--- src/rtl/simplecpu_wb_readback.sv ---
// simplecpu_wb_readback
// Wishbone classic responder that lets the management SoC read simplecpu state
// (PC, A, B, OUT, flags, halt), all 16 RAM bytes through a 1-cycle-latency RAM
// read port, and a small FIFO that captures every CPU OUT write.
// Optional feature macro: SIMPLECPU_RB_IRQ_EN drives irq from a registered
// FIFO-not-empty; without it irq is tied low.
module simplecpu_wb_readback #(
   parameter logic [31:0] BASE_ADDR  = 32'h3000_0000,
   parameter int          FIFO_DEPTH = 4
) (
   input  logic        clock,
   input  logic        reset,
   input  logic        wbs_stb_i,
   input  logic        wbs_cyc_i,
   input  logic        wbs_we_i,
   input  logic [3:0]  wbs_sel_i,
   input  logic [31:0] wbs_dat_i,
   input  logic [31:0] wbs_adr_i,
   output logic        wbs_ack_o,
   output logic [31:0] wbs_dat_o,
   input  logic [3:0]  cpu_pc,
   input  logic [7:0]  cpu_a,
   input  logic [7:0]  cpu_b,
   input  logic [7:0]  cpu_out,
   input  logic        cpu_out_we,
   input  logic        cpu_flag_zero,
   input  logic        cpu_flag_carry,
   input  logic        cpu_halt,
   output logic        ram_rd_en,
   output logic [3:0]  ram_rd_addr,
   input  logic [7:0]  ram_rd_data,
   output logic        irq
);

   localparam int PTR_W = (FIFO_DEPTH > 1) ? $clog2(FIFO_DEPTH) : 1;
   localparam int CNT_W = PTR_W + 1;
   localparam logic [CNT_W-1:0] DEPTH_CNT = CNT_W'(FIFO_DEPTH);

   localparam logic [7:0] OFF_STATUS = 8'h00;
   localparam logic [7:0] OFF_PC     = 8'h04;
   localparam logic [7:0] OFF_A      = 8'h08;
   localparam logic [7:0] OFF_B      = 8'h0C;
   localparam logic [7:0] OFF_OUT    = 8'h10;
   localparam logic [7:0] OFF_FIFO   = 8'h14;
   localparam logic [7:0] OFF_CTRL   = 8'h18;

   typedef enum logic [1:0] {
      ST_IDLE     = 2'd0,
      ST_RAM_WAIT = 2'd1,
      ST_ACK      = 2'd2
   } state_t;

   state_t           state_r;
   state_t           next_state_s;
   logic [7:0]       off_r;
   logic             we_r;
   logic [1:0]       ctrl_r;
   logic [3:0]       ram_rd_addr_r;
   logic [7:0]       fifo_mem_r [FIFO_DEPTH];
   logic [PTR_W-1:0] wr_ptr_r;
   logic [PTR_W-1:0] rd_ptr_r;
   logic [CNT_W-1:0] count_r;
   logic             ovf_r;

   logic             req_s;
   logic             ram_hit_s;
   logic             ack_s;
   logic             ram_en_s;
   logic [31:0]      dat_s;
   logic             full_s;
   logic             empty_s;
   logic             ctrl_wr_s;
   logic             flush_s;
   logic             clr_ovf_s;
   logic             pop_s;
   logic             push_ok_s;
   logic             drop_s;
   logic [7:0]       count_ext_s;
   logic [31:0]      status_s;
   logic [31:0]      rd_data_s;
   logic             unused_in_s;

   // Request decode: page match on the upper address bits, RAM window is 0x40..0x7C word-aligned
   assign req_s       = wbs_stb_i && wbs_cyc_i && (wbs_adr_i[31:8] == BASE_ADDR[31:8]);
   assign ram_hit_s   = !wbs_we_i && (wbs_adr_i[7:6] == 2'b01) && (wbs_adr_i[1:0] == 2'b00);
   assign count_ext_s = 8'(count_r);
   assign status_s    = {23'h00_0000, cpu_halt, cpu_flag_carry, cpu_flag_zero,
                         ovf_r, full_s, empty_s, count_ext_s[2:0]};
   assign unused_in_s = ^{wbs_sel_i, wbs_dat_i[31:2], count_ext_s[7:3]};

   // FSM state register
   always_ff @(posedge clock) begin
      if (!reset) begin
         state_r <= ST_IDLE;
      end else begin
         state_r <= next_state_s;
      end
   end

   // FSM next-state: RAM reads take an extra wait cycle, everything else acks directly
   always_comb begin
      next_state_s = state_r;
      case (state_r)
         ST_IDLE: begin
            if (req_s) begin
               if (ram_hit_s) begin
                  next_state_s = ST_RAM_WAIT;
               end else begin
                  next_state_s = ST_ACK;
               end
            end else begin
               next_state_s = ST_IDLE;
            end
         end
         ST_RAM_WAIT: next_state_s = ST_ACK;
         ST_ACK:      next_state_s = ST_IDLE;
         default:     next_state_s = ST_IDLE;
      endcase
   end

   // FSM outputs: single-cycle ack, read data only while acking a read
   always_comb begin
      ack_s    = 1'b0;
      ram_en_s = 1'b0;
      dat_s    = 32'h0000_0000;
      case (state_r)
         ST_IDLE: begin
            ack_s = 1'b0;
         end
         ST_RAM_WAIT: begin
            ram_en_s = 1'b1;
         end
         ST_ACK: begin
            ack_s = 1'b1;
            if (!we_r) begin
               dat_s = rd_data_s;
            end else begin
               dat_s = 32'h0000_0000;
            end
         end
         default: begin
            ack_s = 1'b0;
         end
      endcase
   end

   assign wbs_ack_o   = ack_s;
   assign wbs_dat_o   = dat_s;
   assign ram_rd_en   = ram_en_s;
   assign ram_rd_addr = ram_rd_addr_r;

   // Capture the accepted request so the ack cycle decodes a stable offset
   always_ff @(posedge clock) begin
      if (!reset) begin
         off_r         <= 8'h00;
         we_r          <= 1'b0;
         ctrl_r        <= 2'b00;
         ram_rd_addr_r <= 4'h0;
      end else if ((state_r == ST_IDLE) && req_s) begin
         off_r  <= wbs_adr_i[7:0];
         we_r   <= wbs_we_i;
         ctrl_r <= wbs_dat_i[1:0];
         if (ram_hit_s) begin
            ram_rd_addr_r <= wbs_adr_i[5:2];
         end
      end
   end

   // Read mux: register values are taken live in the ack cycle
   always_comb begin
      rd_data_s = 32'h0000_0000;
      if ((off_r[7:6] == 2'b01) && (off_r[1:0] == 2'b00)) begin
         rd_data_s = {24'h00_0000, ram_rd_data};
      end else begin
         case (off_r)
            OFF_STATUS: rd_data_s = status_s;
            OFF_PC:     rd_data_s = {28'h000_0000, cpu_pc};
            OFF_A:      rd_data_s = {24'h00_0000, cpu_a};
            OFF_B:      rd_data_s = {24'h00_0000, cpu_b};
            OFF_OUT:    rd_data_s = {24'h00_0000, cpu_out};
            OFF_FIFO:   rd_data_s = empty_s ? 32'h0000_0000 : {24'h00_0000, fifo_mem_r[rd_ptr_r]};
            default:    rd_data_s = 32'h0000_0000;
         endcase
      end
   end

   // FIFO control: a pop frees room for a same-cycle push; flush overrides any push
   always_comb begin
      full_s    = (count_r == DEPTH_CNT);
      empty_s   = (count_r == CNT_W'(0));
      ctrl_wr_s = ack_s && we_r && (off_r == OFF_CTRL);
      flush_s   = ctrl_wr_s && ctrl_r[1];
      clr_ovf_s = ctrl_wr_s && ctrl_r[0];
      pop_s     = ack_s && !we_r && (off_r == OFF_FIFO) && !empty_s;
      push_ok_s = cpu_out_we && (!full_s || pop_s) && !flush_s;
      drop_s    = cpu_out_we && full_s && !pop_s && !flush_s;
   end

   // FIFO pointers, occupancy and sticky overflow
   always_ff @(posedge clock) begin
      if (!reset) begin
         wr_ptr_r <= PTR_W'(0);
         rd_ptr_r <= PTR_W'(0);
         count_r  <= CNT_W'(0);
         ovf_r    <= 1'b0;
      end else if (flush_s) begin
         wr_ptr_r <= PTR_W'(0);
         rd_ptr_r <= PTR_W'(0);
         count_r  <= CNT_W'(0);
         ovf_r    <= clr_ovf_s ? 1'b0 : ovf_r;
      end else begin
         if (push_ok_s) begin
            wr_ptr_r <= wr_ptr_r + PTR_W'(1);
         end
         if (pop_s) begin
            rd_ptr_r <= rd_ptr_r + PTR_W'(1);
         end
         case ({push_ok_s, pop_s})
            2'b10:   count_r <= count_r + CNT_W'(1);
            2'b01:   count_r <= count_r - CNT_W'(1);
            default: count_r <= count_r;
         endcase
         if (clr_ovf_s) begin
            ovf_r <= 1'b0;
         end else if (drop_s) begin
            ovf_r <= 1'b1;
         end
      end
   end

   // FIFO storage; contents are don't-care until pointed at, so no reset needed
   always_ff @(posedge clock) begin
      if (push_ok_s) begin
         fifo_mem_r[wr_ptr_r] <= cpu_out;
      end
   end

`ifdef SIMPLECPU_RB_IRQ_EN
   logic irq_r;

   // Interrupt follows FIFO-not-empty one cycle late
   always_ff @(posedge clock) begin
      if (!reset) begin
         irq_r <= 1'b0;
      end else begin
         irq_r <= !empty_s;
      end
   end

   assign irq = irq_r;
`else
   assign irq = 1'b0;
`endif

endmodule

--- config.mk ---
export PLATFORM = sky130hd
export DESIGN_NAME = simplecpu_wb_readback
export DESIGN_NICKNAME = d
export VERILOG_FILES = /design/src/rtl/simplecpu_wb_readback.sv
export SDC_FILE = /design/constraint.sdc
export NUM_CORES = 1
export LEC_CHECK = 0
export CORE_MARGIN = 1
export CORE_UTILIZATION = 35
export DETAILED_ROUTE_END_ITERATION = 6
export HOLD_SLACK_MARGIN = 0.05
export PLACE_DENSITY_LB_ADDON = 0.08
export SETUP_SLACK_MARGIN = 0.2
export SLEW_MARGIN = 20
export SYNTH_ARGS = -nofsm -noshare
export SYNTH_HDL_FRONTEND = slang
export SYNTH_SLANG_ARGS = --single-unit
--- constraint.sdc ---
create_clock -name clock -period 3.4 [get_ports clock]
set_clock_uncertainty 0.1 [all_clocks]
set_input_delay 0.34 -clock clock [delete_from_list [all_inputs] [get_ports clock]]
set_output_delay 0.34 -clock clock [all_outputs]
set_load 0.005 [all_outputs]
======== Word level (Yosys, flattened, before mapping) ========
Memory sizes are Yosys's and may differ from the RTL's. A register that Yosys moved wholly into a read port is not among the register bits.
Cells that the tools add are included.
word-level totals
  register bits ........................... 25
  latch bits .............................. 0
  memory bits (writable) .................. 32
  bits in read-only memories .............. 0
  input port bits ......................... 113
  memories kept ........................... 1
operators by class
  add/sub/neg operators ................... 4
  multipliers ............................. 0
  div/mod/pow operators ................... 0
  $lt $le $gt $ge ......................... 0
  eq/ne operators ......................... 15
  shift operators ......................... 0
  multiplexer cells ....................... 19
  bitwise gates (word level) .............. 1
  reduce and logical (&&, ||, !) cells .... 35
memories
  name        depth  width  read ports  clocked after memory_dff  wr ports  line  source
  fifo_mem_r  4      8      1           1                         1         59    logic [7:0] fifo_mem_r [FIFO_DEPTH];
operators by type and width
  kind                                              count
  one-hot mux 9 bit (6 select lines)                1
  2-to-1 mux 9 bit                                  3
  == test 24 x 22 -> 1 bit, second input constant   1
  == test 8 x 5 -> 1 bit, second input constant     3
  logical AND 1 bit                                 18
  == test 8 x 4 -> 1 bit, second input constant     2
  == test 2 x 1 -> 1 bit, second input constant     4
  == test 8 x 3 -> 1 bit, second input constant     1
  logical NOT 8 bit                                 1
  2-to-1 mux 1 bit                                  8
  2-to-1 mux 2 bit                                  4
  2-to-1 mux 8 bit                                  1
  logical NOT 1 bit                                 6
  logical NOT 2 bit                                 3
  one-hot mux 3 bit (2 select lines)                1
  adder 2 x 1 -> 2 bit, second input constant       2
  == test 2 bit, second input constant              2
  one-hot mux 2 bit (2 select lines)                1
  AND reduction 2 bit                               2
  nonzero test 2 bit                                2
  adder 3 x 1 -> 3 bit, second input constant       1
  == test 3 bit, second input constant              1
  logical NOT 3 bit                                 1
  subtractor 3 x 1 -> 3 bit, second input constant  1
  other kinds (4)                                   4

======== Logic depth before layout (Yosys ltp) ========
Gate-level depths: netlist (run 1).
  depth in word-level cells ............... 11
  gate-level depth with buffers ........... 11

======== Worst setup path after synthesis (run 1) ========
No wires, ideal clock.
  kind .................................... reg2reg
  from .................................... register state_r[1]
  to ...................................... register count_r[2]
  library setup time ...................... 0.070 ns
  data arrival time ....................... 2.608 ns
  slack ................................... 0.622 ns
  stages on the path, launching flop included .. 10
  clock period less this slack ............ 2.778 ns
  cells stage by stage .................... dfxtp_1 > or3b_2 > clkbuf_1 > nor4_4 > ha_1 > inv_1 > fa_1 > xor2_1 > or3_1 > a21oi_1
between the ends
  word-level cells in the longest chain between the ends .. 10
ends and longest elaborated chain
  element                                                                          line  source
  from (decl)                                                                      53    state_t state_r;
  from (signal assigned)                                                           96    state_r <= next_state_s;
  == test 2 bit (*)                                                                126   case (state_r)
  2-to-1 mux 1 bit (*)                                                             126
  logical AND 1 bit (*) (3 in series)                                              194   pop_s = ack_s && !we_r && (off_r == OFF_FIFO) && !empty_s;
  net pop_s                                                                        75    logic pop_s;
  logical OR 1 bit                                                                 195   push_ok_s = cpu_out_we && (!full_s || pop_s) && !flush_s;
  logical AND 1 bit (2 in series)                                                  195
  == test 2 x 1 -> 1 bit / == test 2 bit (equally long branches)                   218   case ({push_ok_s, pop_s})
  one-hot mux 3 bit (2 select lines) / nonzero test 2 bit (equally long branches)  --
  to (signal assigned)                                                             219   2'b10: count_r <= count_r + CNT_W'(1);
  to (signal assigned)                                                             220   2'b01: count_r <= count_r - CNT_W'(1);
  to (signal assigned)                                                             221   default: count_r <= count_r;
  to (decl)                                                                        62    logic [CNT_W-1:0] count_r;
The timed path passes the listed nets; every way through them passes the cells marked *.
A chain may end at the register's enable or synchronous reset.

======== Worst setup path after layout (run 1) ========
  from .................................... register state_r[0]
  to ...................................... register count_r[2]
between the ends
  word-level cells in the longest chain between the ends .. 10
ends and longest elaborated chain
  element                                                                          line
  == test 2 bit (*)                                                                126
  2-to-1 mux 1 bit (*)                                                             126
  logical AND 1 bit (3 in series)                                                  194
  logical OR 1 bit                                                                 195
  logical AND 1 bit (2 in series)                                                  195
  == test 2 x 1 -> 1 bit / == test 2 bit (equally long branches)                   218
  one-hot mux 3 bit (2 select lines) / nonzero test 2 bit (equally long branches)  --
Mark *: on every way between the ends. The rest lies on a longest branch, timed or not.

==> results of run 1 <==
-- Yosys cell counts (3+ instances only) --
cell type,count,area share [%]
nor2b_1,3,0.59
buf_4,24,5.7
and3_1,3,0.59
nor3_1,5,0.79
nand3b_1,3,0.71
edfxtp_1,32,30
a32oi_1,3,0.83
a21oi_1,17,2.7
nor2_1,7,0.83
a22o_1,4,1.1
dfxtp_1,27,17
nand3_1,16,2.5
o21ai_0,16,2.5
nor4_1,9,1.8
o2bb2ai_1,3,0.83
mux4_2,8,5.7
a22oi_1,8,1.9
nor4b_1,6,1.7
clkbuf_1,13,1.5
ha_1,5,2.0
nand2_1,18,2.1
a31oi_1,8,1.6
and2_1,6,1.2
inv_1,10,1.2
mux2i_1,8,2.5
-- worst min path at each step --
stage	from	end	slack [ns]	cells past startpoint
finish	ram_rd_addr[1]	ram_rd_addr[1]	0.36	2
global route	ram_rd_addr[3]	ram_rd_addr[3]	0.39	2
CTS	ram_rd_addr[2]	ram_rd_addr[2]	0.37	2
detailed placement	ram_rd_addr[3]	ram_rd_addr[3]	0.35	2
global placement	ram_rd_addr[3]	ram_rd_addr[3]	0.35	2
floorplan	ctrl_r[0]	ovf_r	0.32	1
-- power by group through the flow --
stage                     clock (mW)  sequential [mW]  combinational, mW
final                          0.544            0.783              0.173
after CTS                      0.558            0.783              0.175
after detailed placement           0            0.799              0.174
after global placement             0            0.798              0.172
after global routing           0.595            0.785              0.190
after floorplan                    0            0.796             0.0826
-- cell type report --
cell class | instances | area [um^2] | area share [%]
repair buffers | 105 | 1020 | 23.6
clock buffers | 10 | 128 | 2.95
multi-input cells | 209 | 1470 | 33.9
flip-flops and latches | 59 | 1500 | 34.7
inverters | 10 | 37.5 | 0.867
clock inverters | 6 | 40.0 | 0.925
well taps | 108 | 135 | 3.12
-- critical path: stages (launching register included) --
cell	delay, ns
dfxtp_1	0.36
or3b_2	0.63
o311a_1	0.46
and2b_1	0.32
inv_1	0.07
ha_1	0.20
inv_1	0.07
fa_1	0.17
xor2_1	0.07
or3_1	0.31
a21oi_1	0.14
-- state kept, by name (all words and copies together) (netlist names), named ones only --
register / count
state_r: 2
we_r: 1
rd_ptr_r: 2
off_r: 8
ram_rd_addr: 4
wr_ptr_r: 2
fifo_mem_r: 32
ovf_r: 1
ctrl_r: 2
count_r: 3
-- cells in the final DEF (no fill, tap or decap), drive strengths merged, types with 12 or more instances in the layout --
| cell | instances |
|---|---|
| a21oi | 17 |
| buf | 12 |
| clkdlybuf4s50 | 93 |
| conb | 24 |
| dfxtp | 27 |
| edfxtp | 32 |
| inv | 12 |
| nand2 | 18 |
| nand3 | 16 |
| o21ai | 17 |
-- routing by layer --
metal | track usage [%] | wire [um] | vias to the layer above
met5 | 0 | 0 | -
met4 | 4.48 | 67 | 0
met3 | 4.39 | 443 | 6
met2 | 29.9 | 4070 | 92
met1 | 22.8 | 3580 | 1237
li1 | - | - | 1277
-- cells by family after synthesis --
| group | synth area share [%] |
|---|---|
| fa+ha+maj | 2.60 |
| buf+inv | 9.16 |
| xor+xnor | 0.829 |
| mux | 8.56 |
| flops | 47.4 |
| other cells | 0.118 |
| simple gates | 17.8 |
| compound gates | 13.6 |
-- through the flow --
| stage | hold WS (ns) | instances | worst slack [ns] | utilization, % |
|---|---|---|---|---|
| finish | 0.359 | 507 | 0.438 | 49.4 |
| global route | 0.392 | 507 | 0.282 | 49.4 |
| CTS | 0.366 | 507 | 0.382 | 49.4 |
| detailed placement | 0.346 | 491 | 0.451 | 47.5 |
| global placement | 0.345 | 491 | 0.471 | 47.5 |
| floorplan | 0.318 | 319 | 0.622 | - |
==> results.json, run 1 <==
{
  "status": "completed",
  "core_area_um2": 8760,
  "clk_latency_ns": 0.33,
  "layout-drive-gt1-share_pct": 10.8,
  "grt_max_degree": 16,
  "h-tree-depth": 3,
  "worstPathRequired_ns": 3.56,
  "finalCritPeriodShare_pct": 87.1,
  "setup_viol": 0,
  "rows": 34,
  "n_fill_cell": 848,
  "area_delta_synth_final_pct": 36.5,
  "wl_um": 8170,
  "synth_edf_count": 32,
  "cts_hold_buf": 0,
  "synth_cell_types": 53,
  "hp-class": "reg2reg",
  "cts_num_sinks": 59,
  "drc": 0,
  "post_cts_buffers": 0,
  "clk_pin_slew_ns": 0.07,
  "grt_overflow": 0,
  "antenna_found_initial": 0,
  "grtUsageTotal_pct": 17.7,
  "ys_seq_area_share_pct": 47.4,
  "die-area_um2": 9440,
  "clock_power_share_pct": 36.3,
  "power_density_nw_per_um2": 347,
  "slew_violations": 0,
  "rrSetupSlack_ns": 0.44,
  "ios": 152,
  "first_global_vias": 2605,
  "slew_headroom_pct": 61.8,
  "critPathKind": "reg2reg",
  "async_reset_ff_share_pct": 0,
  "start_util_pct": 36.2,
  "ir_drop_mv": 0.227,
  "die_y_um": 97.2,
  "grt_pass1_wl_um": 13000,
  "netlist_area_um2": 3170,
  "seqPwrFrac_pct": 52.2,
  "synth_ff_type": "edfxtp_1",
  "startpoint": "state_r[0]",
  "end_kind": "register",
  "postCtsResizedCells": 0,
  "die_w_um": 97.2,
  "viasPerCell": 5.15,
  "switching_share_pct": 23.7,
  "ant_nets": 0,
  "rsz0062_at_grt": "no",
  "share_comb_of_total_power_pct": 11.6,
  "hold_viol_final": 0,
  "maxCapViolations": 0,
  "cts_tree": "done",
  "nets": 513,
  "vias": 2612,
  "rr_startpoint": "state_r[0]",
  "clock_path_buffers": 2,
  "synthCells": 296,
  "cp_max_fo": 11,
  "fmax_ghz": 0.338,
  "synth_seq_cells": 59,
  "leakage_nw": 1.47,
  "yosysWarnings": 0,
  "fin_tns_setup_ns": 0,
  "dp_hpwl_um": 6320,
  "crit_path_start_kind": "register",
  "p_switching_mw": 0.355,
  "p_int_mw": 1.15,
  "cts_root_buffer": "clkbuf_8",
  "cts_buffers": 9,
  "drtIter0Drc": 155,
  "syn_area_per_cell_um2": 10.7,
  "p_total_mw": 1.50,
  "worstRegToRegCells": 10,
  "post_drt_wl_per_cell_um": 16.1,
  "worstMarginPinSlew_ns": 0.573,
  "arrival_ns": 3.13,
  "gp_congestion": 0.791,
  "layout_min_cycle_time_ns": 2.96,
  "dpl_cell_area_um2": 4160,
  "antenna_cells": 0,
  "port-buffer-count": 93,
  "drtPass1Iterations": 5,
  "r2r_end": "count_r[2]",
  "endpoint": "count_r[2]",
  "design_area_um2": 4330
}
Note: power is estimated with default switching activity, not from simulation.
==> run 2: changes to the inputs <==
--- a/config.mk
+++ b/config.mk
@@ -10,7 +10,6 @@
 export DETAILED_ROUTE_END_ITERATION = 6
 export HOLD_SLACK_MARGIN = 0.05
 export PLACE_DENSITY_LB_ADDON = 0.08
-export SETUP_SLACK_MARGIN = 0.2
 export SLEW_MARGIN = 20
 export SYNTH_ARGS = -nofsm -noshare
 export SYNTH_HDL_FRONTEND = slang
==> results of run 2 <==
No change in the layout: final DEF, timing and power equal those of run 1.
